$ cat src/rtl/vram_arbiter.sv
// vram_arbiter: shares one single-port VRAM between the display fetch port and the CPU port.
// Display reads have priority; a starvation counter forces a CPU slot after STARVE_LIMIT
// consecutive display grants while the CPU is waiting.
//
// state  | meaning
// IDLE   | sample requests, pick a winner, latch its address/data
// ACCESS | mem_en strobe for one cycle
// WAIT   | count down the read latency, capture mem_rdata on terminal count
// RESP   | one-cycle ready/ack pulse to the granted port
// GAP    | dead cycle so a requester's registered deassert never triggers a second access
module vram_arbiter #(
  parameter int RD_LAT       = 1,
  parameter int STARVE_LIMIT = 4
) (
  input  logic        i_vga_clk,
  input  logic        i_reset,
  input  logic        i_disp_req,
  input  logic [14:0] i_disp_addr,
  output logic [31:0] o_disp_data,
  output logic        o_disp_ready,
  input  logic        i_cpu_req,
  input  logic        i_cpu_write,
  input  logic [14:0] i_cpu_addr,
  input  logic [31:0] i_cpu_wdata,
  output logic [31:0] o_cpu_rdata,
  output logic        o_cpu_ack,
  output logic        o_mem_en,
  output logic        o_mem_we,
  output logic [14:0] o_mem_addr,
  output logic [31:0] o_mem_wdata,
  input  logic [31:0] i_mem_rdata
);

  typedef enum logic [2:0] {
    S_IDLE,
    S_ACCESS,
    S_WAIT,
    S_RESP,
    S_GAP
  } state_t;

  state_t      r_state;
  logic [3:0]  r_starve;
  logic [1:0]  r_lat;
  logic        r_sel_cpu;
  logic        r_we;
  logic [31:0] r_disp_data;
  logic        r_disp_ready;
  logic [31:0] r_cpu_rdata;
  logic        r_cpu_ack;
  logic        r_mem_en;
  logic        r_mem_we;
  logic [14:0] r_mem_addr;
  logic [31:0] r_mem_wdata;

  logic w_starved;
  logic w_grant_cpu;
  logic w_grant_disp;

  // Arbitration: display wins unless the CPU has been passed over STARVE_LIMIT times.
  assign w_starved    = (r_starve >= 4'(STARVE_LIMIT));
  assign w_grant_cpu  = i_cpu_req && (!i_disp_req || w_starved);
  assign w_grant_disp = i_disp_req && !w_grant_cpu;

  // Access sequencer with registered memory strobes and completion pulses.
  always_ff @(posedge i_vga_clk or posedge i_reset) begin
    if (i_reset) begin
      r_state      <= S_IDLE;
      r_starve     <= 4'd0;
      r_lat        <= 2'd0;
      r_sel_cpu    <= 1'b0;
      r_we         <= 1'b0;
      r_disp_data  <= 32'd0;
      r_disp_ready <= 1'b0;
      r_cpu_rdata  <= 32'd0;
      r_cpu_ack    <= 1'b0;
      r_mem_en     <= 1'b0;
      r_mem_we     <= 1'b0;
      r_mem_addr   <= 15'd0;
      r_mem_wdata  <= 32'd0;
    end else begin
      r_mem_en     <= 1'b0;
      r_mem_we     <= 1'b0;
      r_disp_ready <= 1'b0;
      r_cpu_ack    <= 1'b0;
      case (r_state)
        S_IDLE: begin
          if (!i_cpu_req) r_starve <= 4'd0;
          if (w_grant_cpu) begin
            r_sel_cpu   <= 1'b1;
            r_we        <= i_cpu_write;
            r_mem_addr  <= i_cpu_addr;
            r_mem_wdata <= i_cpu_wdata;
            r_mem_en    <= 1'b1;
            r_mem_we    <= i_cpu_write;
            r_starve    <= 4'd0;
            r_state     <= S_ACCESS;
          end else if (w_grant_disp) begin
            r_sel_cpu  <= 1'b0;
            r_we       <= 1'b0;
            r_mem_addr <= i_disp_addr;
            r_mem_en   <= 1'b1;
            if (i_cpu_req && (r_starve != 4'hF)) r_starve <= r_starve + 4'd1;
            r_state    <= S_ACCESS;
          end
        end
        S_ACCESS: begin
          if (r_we) begin
            // Only the CPU can write, so the ack goes straight out.
            r_cpu_ack <= 1'b1;
            r_state   <= S_RESP;
          end else begin
            r_lat   <= 2'(RD_LAT - 1);
            r_state <= S_WAIT;
          end
        end
        S_WAIT: begin
          if (r_lat == 2'd0) begin
            if (r_sel_cpu) begin
              r_cpu_rdata <= i_mem_rdata;
              r_cpu_ack   <= 1'b1;
            end else begin
              r_disp_data  <= i_mem_rdata;
              r_disp_ready <= 1'b1;
            end
            r_state <= S_RESP;
          end else begin
            r_lat <= r_lat - 2'd1;
          end
        end
        S_RESP:  r_state <= S_GAP;
        S_GAP:   r_state <= S_IDLE;
        default: r_state <= S_IDLE;
      endcase
    end
  end

  assign o_disp_data  = r_disp_data;
  assign o_disp_ready = r_disp_ready;
  assign o_cpu_rdata  = r_cpu_rdata;
  assign o_cpu_ack    = r_cpu_ack;
  assign o_mem_en     = r_mem_en;
  assign o_mem_we     = r_mem_we;
  assign o_mem_addr   = r_mem_addr;
  assign o_mem_wdata  = r_mem_wdata;

endmodule

$ cat config.mk
export PLATFORM = sky130hd
export DESIGN_NAME = vram_arbiter
export DESIGN_NICKNAME = d
export VERILOG_FILES = /design/src/rtl/vram_arbiter.sv
export SDC_FILE = /design/constraint.sdc
export NUM_CORES = 1
export LEC_CHECK = 0
export ABC_AREA = 1
export CAP_MARGIN = 20
export CELL_PAD_IN_SITES_DETAIL_PLACEMENT = 0
export CELL_PAD_IN_SITES_GLOBAL_PLACEMENT = 1
export CORE_ASPECT_RATIO = 0.5
export CORE_MARGIN = 5
export CORE_UTILIZATION = 29
export DETAILED_ROUTE_END_ITERATION = 16
export MAX_ROUTING_LAYER = met4
export PLACE_DENSITY_LB_ADDON = 0.2
export SKIP_CTS_REPAIR_TIMING = 1
export SLEW_MARGIN = 20
export SYNTH_ARGS = -nofsm -noshare
export SYNTH_HDL_FRONTEND = slang
export SYNTH_SLANG_ARGS = --single-unit
$ cat constraint.sdc
create_clock -name i_vga_clk -period 3.6 [get_ports i_vga_clk]
set_input_delay 0.54 -clock i_vga_clk [delete_from_list [all_inputs] [get_ports i_vga_clk]]
set_output_delay 0.54 -clock i_vga_clk [all_outputs]
set_load 0.01 [all_outputs]
# [Yosys cells after proc, flatten, opt, wreduce, memory -nomap -nowiden]
# Index checks and enable logic that the tools add are counted.
[classes] n_addsub=2 n_lt_le_gt_ge=1 n_eq_ne=8 n_mux=29 bitwise=1 reduce_logical=16
[ops] op="15-bit two-way mux" n=2
[ops] op="4-bit two-way mux" n=4
[ops] op="1-bit two-way mux" n=15
[ops] op="3-bit case mux with 4 select lines" n=1
[ops] op="3-bit two-way mux" n=3
[ops] op="3-bit AND reduction" n=3
[ops] op="3-bit by 2-bit == test with 1-bit output, second input constant" n=2
[ops] op="2-bit != test, second input constant" n=3
[ops] op="2-bit AND reduction" n=3
[ops] op="4-bit by 1-bit adder with 4-bit output, second input constant" n=1
[ops] op="4-bit by 3-bit >= comparator with 1-bit output, second input constant" n=1
[ops] op="2-bit two-way mux" n=2
[ops] op="4-bit != test, second input constant" n=1
[ops] op="2-bit case mux with 2 select lines" n=1
[ops] op="2-bit nonzero test" n=2
[ops] op="3-bit by 1-bit == test with 1-bit output, second input constant" n=1
[ops] op="1-bit logical AND" n=3
[ops] op="3-bit zero test" n=1
[ops] op="3-bit != test, second input constant" n=1
[ops] op="1-bit zero test" n=2
[ops] op="2-bit zero test" n=1
[ops] op="1-bit case mux with 2 select lines" n=1
[ops] op="2-bit by 1-bit subtractor with 2-bit output, second input constant" n=1
[ops] op="1-bit logical OR" n=1
[ops] op="1-bit inverter" n=1
[totals] reg_bits=126 inputBits=99 out_inout_bits=115 elab_cells=70

# [Longest topological paths before layout]
# Gate-level depths: netlist of the first run.
[depth] depth_word=8 depth_mapped=8

# [Least setup slack after synthesis of the first run]
# No wires, ideal clock.
[synth_path] kind="input to register" startpoint="input port i_cpu_req" endpoint="register r_mem_addr[0] (netlist: o_mem_addr[0])" setup_ns=0.117 arrival_time_ns=1.231 required_ns=3.483 path_slack_ns=2.252 path_stages=8 cell_sequence="buf_2 inv_1 nand2_1 nand2_2 inv_2 buf_6 nand3_1 nand2_1"
[synth_between] elab_chain_len=5 elab_cells_between_ends=6
[synth_lines] item="from (decl)" line_no="21" source="input logic i_cpu_req,"
[synth_lines] item="1-bit logical AND *" line_no="62" source="assign w_grant_cpu = i_cpu_req && (!i_disp_req || w_starved);"
[synth_lines] item="1-bit zero test" line_no="63" source="assign w_grant_disp = i_disp_req && !w_grant_cpu;"
[synth_lines] item="1-bit logical AND" line_no="63"
[synth_lines] item="2-bit nonzero test (no source line)"
[synth_lines] item="2-bit AND reduction (no source line)"
[synth_lines] item="to (signal assigned)" line_no="92" source="r_mem_addr <= i_cpu_addr;"
[synth_lines] item="to (signal assigned)" line_no="101" source="r_mem_addr <= i_disp_addr;"
[synth_lines] item="to (decl)" line_no="53" source="logic [14:0] r_mem_addr;"
# Every way passes the cells marked *; elsewhere a longest branch is shown, timed or not.
# A chain may end at the register's enable or synchronous reset.

# [Worst setup path after layout of the first run]
[layout_path] startpoint="input port i_disp_req" endpoint="register r_mem_wdata[2] (netlist: o_mem_wdata[2])"
[layout_between] elab_chain_len=4
[layout_lines] item="from (decl)" line_no="17" source="input logic i_disp_req,"
[layout_lines] item="1-bit zero test" line_no="62"
[layout_lines] item="1-bit logical OR" line_no="62"
[layout_lines] item="1-bit logical AND" line_no="62"
[layout_lines] item="2-bit AND reduction (no source line)"
[layout_lines] item="to (signal assigned)" line_no="93" source="r_mem_wdata <= i_cpu_wdata;"
[layout_lines] item="to (decl)" line_no="54" source="logic [31:0] r_mem_wdata;"
# No other way between the ends.

==> results of run 1 <==
[layer usage]
layer	vias up	GRT usage [%]	part of all wire, %
li1	2188	-	-
met1	2035	18.2	47
met2	89	20.7	47
met3	10	4.23	4.7
met4	0	4.18	0.99
met5	-	-	0
[per-stage QoR]
step	instance area, µm²	hold slack (ns)	util [%]	instances	power, mW
3_3_place_gp	7700	0.457	41.9	1001	5.62
2_1_floorplan	5440	0.442	-	567	4.03
3_5_place_dp	7700	0.463	41.9	1001	5.66
5_1_grt	8260	0.500	44.9	1033	7.71
4_1_cts	8260	0.481	44.9	1033	7.35
6_report	8260	0.479	44.9	1033	7.20
[how the worst max path moves through the flow]
| stage | end | slack, ns | cells after the start |
|---|---|---|---|
| after detailed placement | o_mem_wdata[2] | 1.05 | 6 |
| after CTS | o_mem_wdata[2] | 1.48 | 6 |
| final | o_mem_wdata[2] | 1.51 | 6 |
| after global routing | o_mem_wdata[26] | 1.34 | 6 |
| after global placement | o_mem_wdata[2] | 1.11 | 6 |
| after floorplan | o_cpu_ack | 1.51 | 1 |
[synth_stat cells, drive strengths merged]
library cell and count:
nand2 160, buf 23, ha 2, o22ai 1, o21ai 100, nand3 26
inv 98, xnor2 1, dfrtp 126, nand4 4, nor2 7, nand3b 15
clkbuf 4
[cell families (layout without fill, tap and decap cells)]
| group | Yosys count | count (layout) | share of synthesized area (%) |
|---|---|---|---|
| simple gates | 212 | 212 | 17.3 |
| fa+ha+maj | 2 | 2 | 0.461 |
| flops | 126 | 126 | 58.0 |
| compound gates | 101 | 101 | 12.9 |
| xor+xnor | 1 | 1 | 0.161 |
| buf+inv | 125 | 351 | 11.2 |
[registers in the layout (all words and copies together), names as in the netlist, 2 cells and up]
name,cells
r_lat,2
r_state,3
o_mem_addr,15
o_cpu_rdata,32
o_disp_data,32
o_mem_wdata,32
r_starve,4
[final cells by class]
cell class | instances | area share (%)
inverter | 98 | 4.53
clock inverter | 14 | 1.45
multi-input combinational | 316 | 20.2
sequential | 126 | 38.2
tap | 240 | 3.64
clock buffer | 18 | 5.32
timing repair buffer | 221 | 26.7
[critical path, cell delays in order]
cell             delay (ns)
clkdlybuf4s50_1        0.47
nand3_2                0.31
nand3_2                0.52
buf_12                 0.38
nand2_1                0.07
o21ai_1                0.05
[power by group]
part / internal, mW / total, mW / switching (mW)
combinational: 1.63 / 3.12 / 1.48
clock: 0.964 / 1.62 / 0.656
sequential: 2.09 / 2.47 / 0.378
==> run summary, run 1 <==
Synthesized area per cell -> 9.58 µm²
Reg clk slew, reported paths -> 0.06 ns
Share of the synthesized area in the top cell type -> 58.0%
MaxCap Viol Count -> 0
Vias -> 4322
Leading area contributor after synthesis -> dfrtp_1
Worst setup startpoint -> i_disp_req
Status -> finished clean
Part of the Yosys area used for sequential elements -> 58.0%
Routed Antenna Nets -> 0
Register-to-register setup slack -> 1.66 ns
Worst Path Max Fanout -> 40
Worst skew pair latency -> 0.41 ns
Synth Register Bits -> 126
Tmin final -> 2.09 ns
CTS H-tree lvls -> 4
Setup CP Type -> input pin to flip-flop
Die W -> 204 µm
Hold Path Stages -> 2
Core region area -> 0.0184 mm²
Worst EP required -> 3.87 ns
Number of global-route vias before repair -> 4281
GPL Wtd Cong -> 0.729
Fmax -> 478 MHz
Final Hold Fails -> 0
# diodes -> 0
DRC Markers -> 0
Commonest non-fill, non-tap cell in the layout -> clkdlybuf4s50_1
Worst setup margin -> 1.51 ns
Vias per cell -> 4.18
TritonCTS clock tree -> done
Worst r2r dst -> o_cpu_rdata[31]
Largest net degree at the start of global routing -> 66
Reg2reg path depth -> 6
Synth area leaders -> dfrtp_1 (58%), nand2_1 (11%), o21ai_2 (8.2%), inv_1 (6.5%), o21ai_1 (4.2%)
Hold path start -> o_mem_addr[12]
CTS buffer count -> 17
Layout area overhead -> 52.0%
Wire per inst -> 14.0 µm
RSZ-0062 raised after global routing -> false
First drt pass iteration count -> 4
First-pass GRT wire length -> 23.2 mm
GRT overflow -> 0
VDD IR max -> 352 µV
Slew Viols, Final -> 0
Nets -> 881
Unique masters post-synth -> 25
Clock Skews -> 0.0130 ns
Sum of negative setup slack -> 0 ns
Row Count -> 35
Worst-case clock buffer depth -> 2
Clock tree root buffer cell -> clkbuf_16
WP data arrival -> 2.36 ns
Post-Synthesis Cells -> 567
Synth Warn # -> 0
Hold Crit Class -> flip-flop to flip-flop
Finish-stage setup viols -> 0
DRT iter0 DRCs -> 133
Initial antenna violation count -> 0
Routed WL -> 14.5 mm
Slew HR -> 44.0%
PwrDens -> 872 mW/mm²
Critical Path End Type -> flip-flop
Actual slew at the worst max-slew pin -> 0.840 ns
Total Routing Usage GR -> 13.8%
Pre-CTS setup slack -> 1.05 ns
Tcrit/Tclk final -> 58.1%
Seq. cell area -> 0.00315 mm²
Mapped Nets -> 668
Die Y -> 107 µm
IO Port Bufs -> 213
Layout cell share with drive strength beyond 1 -> 13.1%
FILL cells -> 1826
Die area -> 0.0217 mm²
Initial Util -> 29.5%
Clock Sinks -> 126
Post-Syn Area -> 0.00543 mm²
Leak -> 3.99 nW
I/O Pins -> 214
Hold Path End -> o_mem_addr[12]
Multi-input gate area -> 0.00167 mm²
Most frequent cells in the layout -> clkdlybuf4s50_1 (213), nand2_1 (158), dfrtp_1 (126), inv_1 (93), o21ai_2 (51)
Startpoint class of the critical path -> input pin
Reg2reg start -> r_lat[0]
DP Wirelength -> 10.4 mm
(Power assumes the default switching activity.)
==> run 2, diff against run 1 <==
==> constraint.sdc (replaced) <==
create_clock -name i_vga_clk -period 1.8 [get_ports i_vga_clk]
set_input_delay 0.27 -clock i_vga_clk [delete_from_list [all_inputs] [get_ports i_vga_clk]]
set_output_delay 0.27 -clock i_vga_clk [all_outputs]
set_load 0.01 [all_outputs]
==> run summary, run 2 (synthesized netlist as in run 1, its figures left out) <==
Status -> finished clean (unchanged)
# diodes -> 0 (unchanged)
Commonest non-fill, non-tap cell in the layout -> clkdlybuf4s50_1 (unchanged)
Total Routing Usage GR -> 13.6% (was 13.8%)
Core region area -> 0.0184 mm² (unchanged)
Crit-path cells -> clkdlybuf4s50_1 (was clkdlybuf4s50_1, nand3_2, nand3_2, buf_12, nand2_1, o21ai_1)
Tcrit/Tclk final -> 89.5%
MaxCap Viol Count -> 0 (unchanged)
Net switching power figure -> 4.94 mW (was 2.52 mW)
Die W -> 204 µm (unchanged)
Slew Viols, Final -> 0 (unchanged)
Worst Path Max Fanout -> 2 (was 40)
Hold WS -> 0.331 ns (was 0.479 ns)
Power share of the combinational group -> 42.2% (was 43.2%)
Final core utilization -> 45.8% (was 44.9%)
Tmin final -> 1.61 ns
Seq pwr share -> 32.9% (was 34.3%)
Power Total -> 15.0 mW (was 7.20 mW)
DP Wirelength -> 10.2 mm (was 10.4 mm)
Placed Cells -> 1003 (was 1001)
DRC Markers -> 0 (unchanged)
Leak -> 4.08 nW (was 3.99 nW)
FILL cells -> 1788 (was 1826)
First drt pass iteration count -> 6 (was 4)
Initial Util -> 29.5% (unchanged)
I/O Pins -> 214 (unchanged)
Sum of negative setup slack -> 0 ns (unchanged)
Actual slew at the worst max-slew pin -> 0.390 ns (was 0.840 ns)
DRT iter0 DRCs -> 148 (was 133)
CTS buffer count -> 17 (unchanged)
Number of global-route vias before repair -> 4289 (was 4281)
GPL Wtd Cong -> 0.734 (was 0.729)
Worst setup margin -> 0.189 ns (was 1.51 ns)
Vias -> 4332 (was 4322)
Count of buffer and inverter cells on the critical path -> 1 (was 2)
CTS H-tree lvls -> 4 (unchanged)
Pre-CTS setup slack -> 0.177 ns (was 1.05 ns)
Clock Sinks -> 126 (unchanged)
Routed WL -> 14.3 mm (was 14.5 mm)
Clock Skews -> 0.00679 ns (was 0.0130 ns)
PwrDens -> 1770 mW/mm² (was 872 mW/mm²)
Layout cell share with drive strength beyond 1 -> 13.3% (was 13.1%)
Nets -> 883 (was 881)
VDD IR max -> 679 µV (was 352 µV)
Fmax -> 621 MHz
Finish-stage setup viols -> 0 (unchanged)
Wire per inst -> 13.8 µm (was 14.0 µm)
Non-Filler Instances -> 1035 (was 1033)
Startpoint class of the critical path -> flip-flop (was input pin)
Routed Antenna Nets -> 0 (unchanged)
Multi-input gate area -> 0.00167 mm² (unchanged)
Largest net degree at the start of global routing -> 69 (was 66)
Die Y -> 107 µm (unchanged)
First-pass GRT wire length -> 22.7 mm (was 23.2 mm)
Initial antenna violation count -> 0 (unchanged)
Switching share of power -> 33.1% (was 34.9%)
Critical Path End Type -> primary output (was flip-flop)
Internal cell power -> 10.0 mW (was 4.69 mW)
GRT overflow -> 0 (unchanged)
Setup CP Type -> flip-flop to primary output (was input pin to flip-flop)
WP data arrival -> 1.34 ns (was 2.36 ns)
RSZ-0062 raised after global routing -> false (unchanged)
Worst-case clock buffer depth -> 2 (unchanged)
Most frequent cells in the layout -> clkdlybuf4s50_1 (213), nand2_1 (158), dfrtp_1 (126), inv_1 (93), o21ai_2 (51) (unchanged)
Layout area overhead -> 55.2% (was 52.0%)
Top Family by Delay on Critical Path -> buffers and inverters (was simple AND/OR/NAND/NOR gates)
Worst skew pair latency -> 0.41 ns (about the same)
Final instance area -> 0.00843 mm² (was 0.00826 mm²)
Power share of the clock group -> 24.9% (was 22.5%)
TritonCTS clock tree -> done (unchanged)
Reg clk slew, reported paths -> 0.06 ns (about the same)
Row Count -> 35 (unchanged)
Hold Crit Class -> input pin to asynchronous set/reset pin (was flip-flop to flip-flop)
CP max stage delay -> 0.55 ns (was 0.52 ns)
IO Port Bufs -> 213 (unchanged)
Clock tree root buffer cell -> clkbuf_16 (unchanged)
Die area -> 0.0217 mm² (unchanged)
Crit path max-delay cell type -> clkdlybuf4s50_1 (was nand3_2)
Vias per cell -> 4.19 (was 4.18)
Final Hold Fails -> 0 (unchanged)
Seq. cell area -> 0.00315 mm² (unchanged)
Worst EP required -> 1.53 ns (was 3.87 ns)
Slew HR -> 74.0% (was 44.0%)
Placed Area -> 0.00778 mm² (was 0.00770 mm²)
-- run 2: final timing paths --
kind | slack (ns) | cells past startpoint | startpoint | to
setup / recovery | 0.19 | 1 | o_cpu_rdata[25] | o_cpu_rdata[25]
hold / removal | 0.33 | 3 | i_reset | o_cpu_rdata[3]
setup reg to reg | 0.39 | 7 | r_state[2] | o_disp_data[10]
hold reg to reg | 0.48 | 2 | o_disp_data[28] | o_disp_data[28]
max in group asynchronous | 1.13 | 3 | i_reset | o_disp_data[26]
min in group i_vga_clk | 0.40 | 3 | i_cpu_wdata[23] | o_mem_wdata[23]
-- run 2: power by group through the flow --
stage	registers, mW	clock network [mW]	logic [mW]
3_3_place_gp	4.93	0	6.38
3_5_place_dp	4.96	0	6.45
6_report	4.92	3.73	6.31
4_1_cts	4.94	3.83	6.46
5_1_grt	5.11	3.96	6.91
2_1_floorplan	5.49	0	2.58
-- run 2: routing by layer --
layer / routed length, µm / up-vias / part of all wire, % / global-route usage [%]
met3: 781 / 11 / 5.5 / 4.17
met2: 6840 / 103 / 48 / 21.1
met5: 0 / - / 0 / -
met1: 6480 / 2011 / 45 / 17.1
li1: - / 2207 / - / -
met4: 163 / 0 / 1.1 / 4.28
-- run 2: layout make-up --
class / count / share of cell area (%)
well taps: 240 / 3.56
clock buffers: 22 / 5.86
inverters: 98 / 4.44
repair buffers: 223 / 27.1
multi-input cells: 316 / 19.8
clock inverters: 10 / 1.87
flip-flops and latches: 126 / 37.4
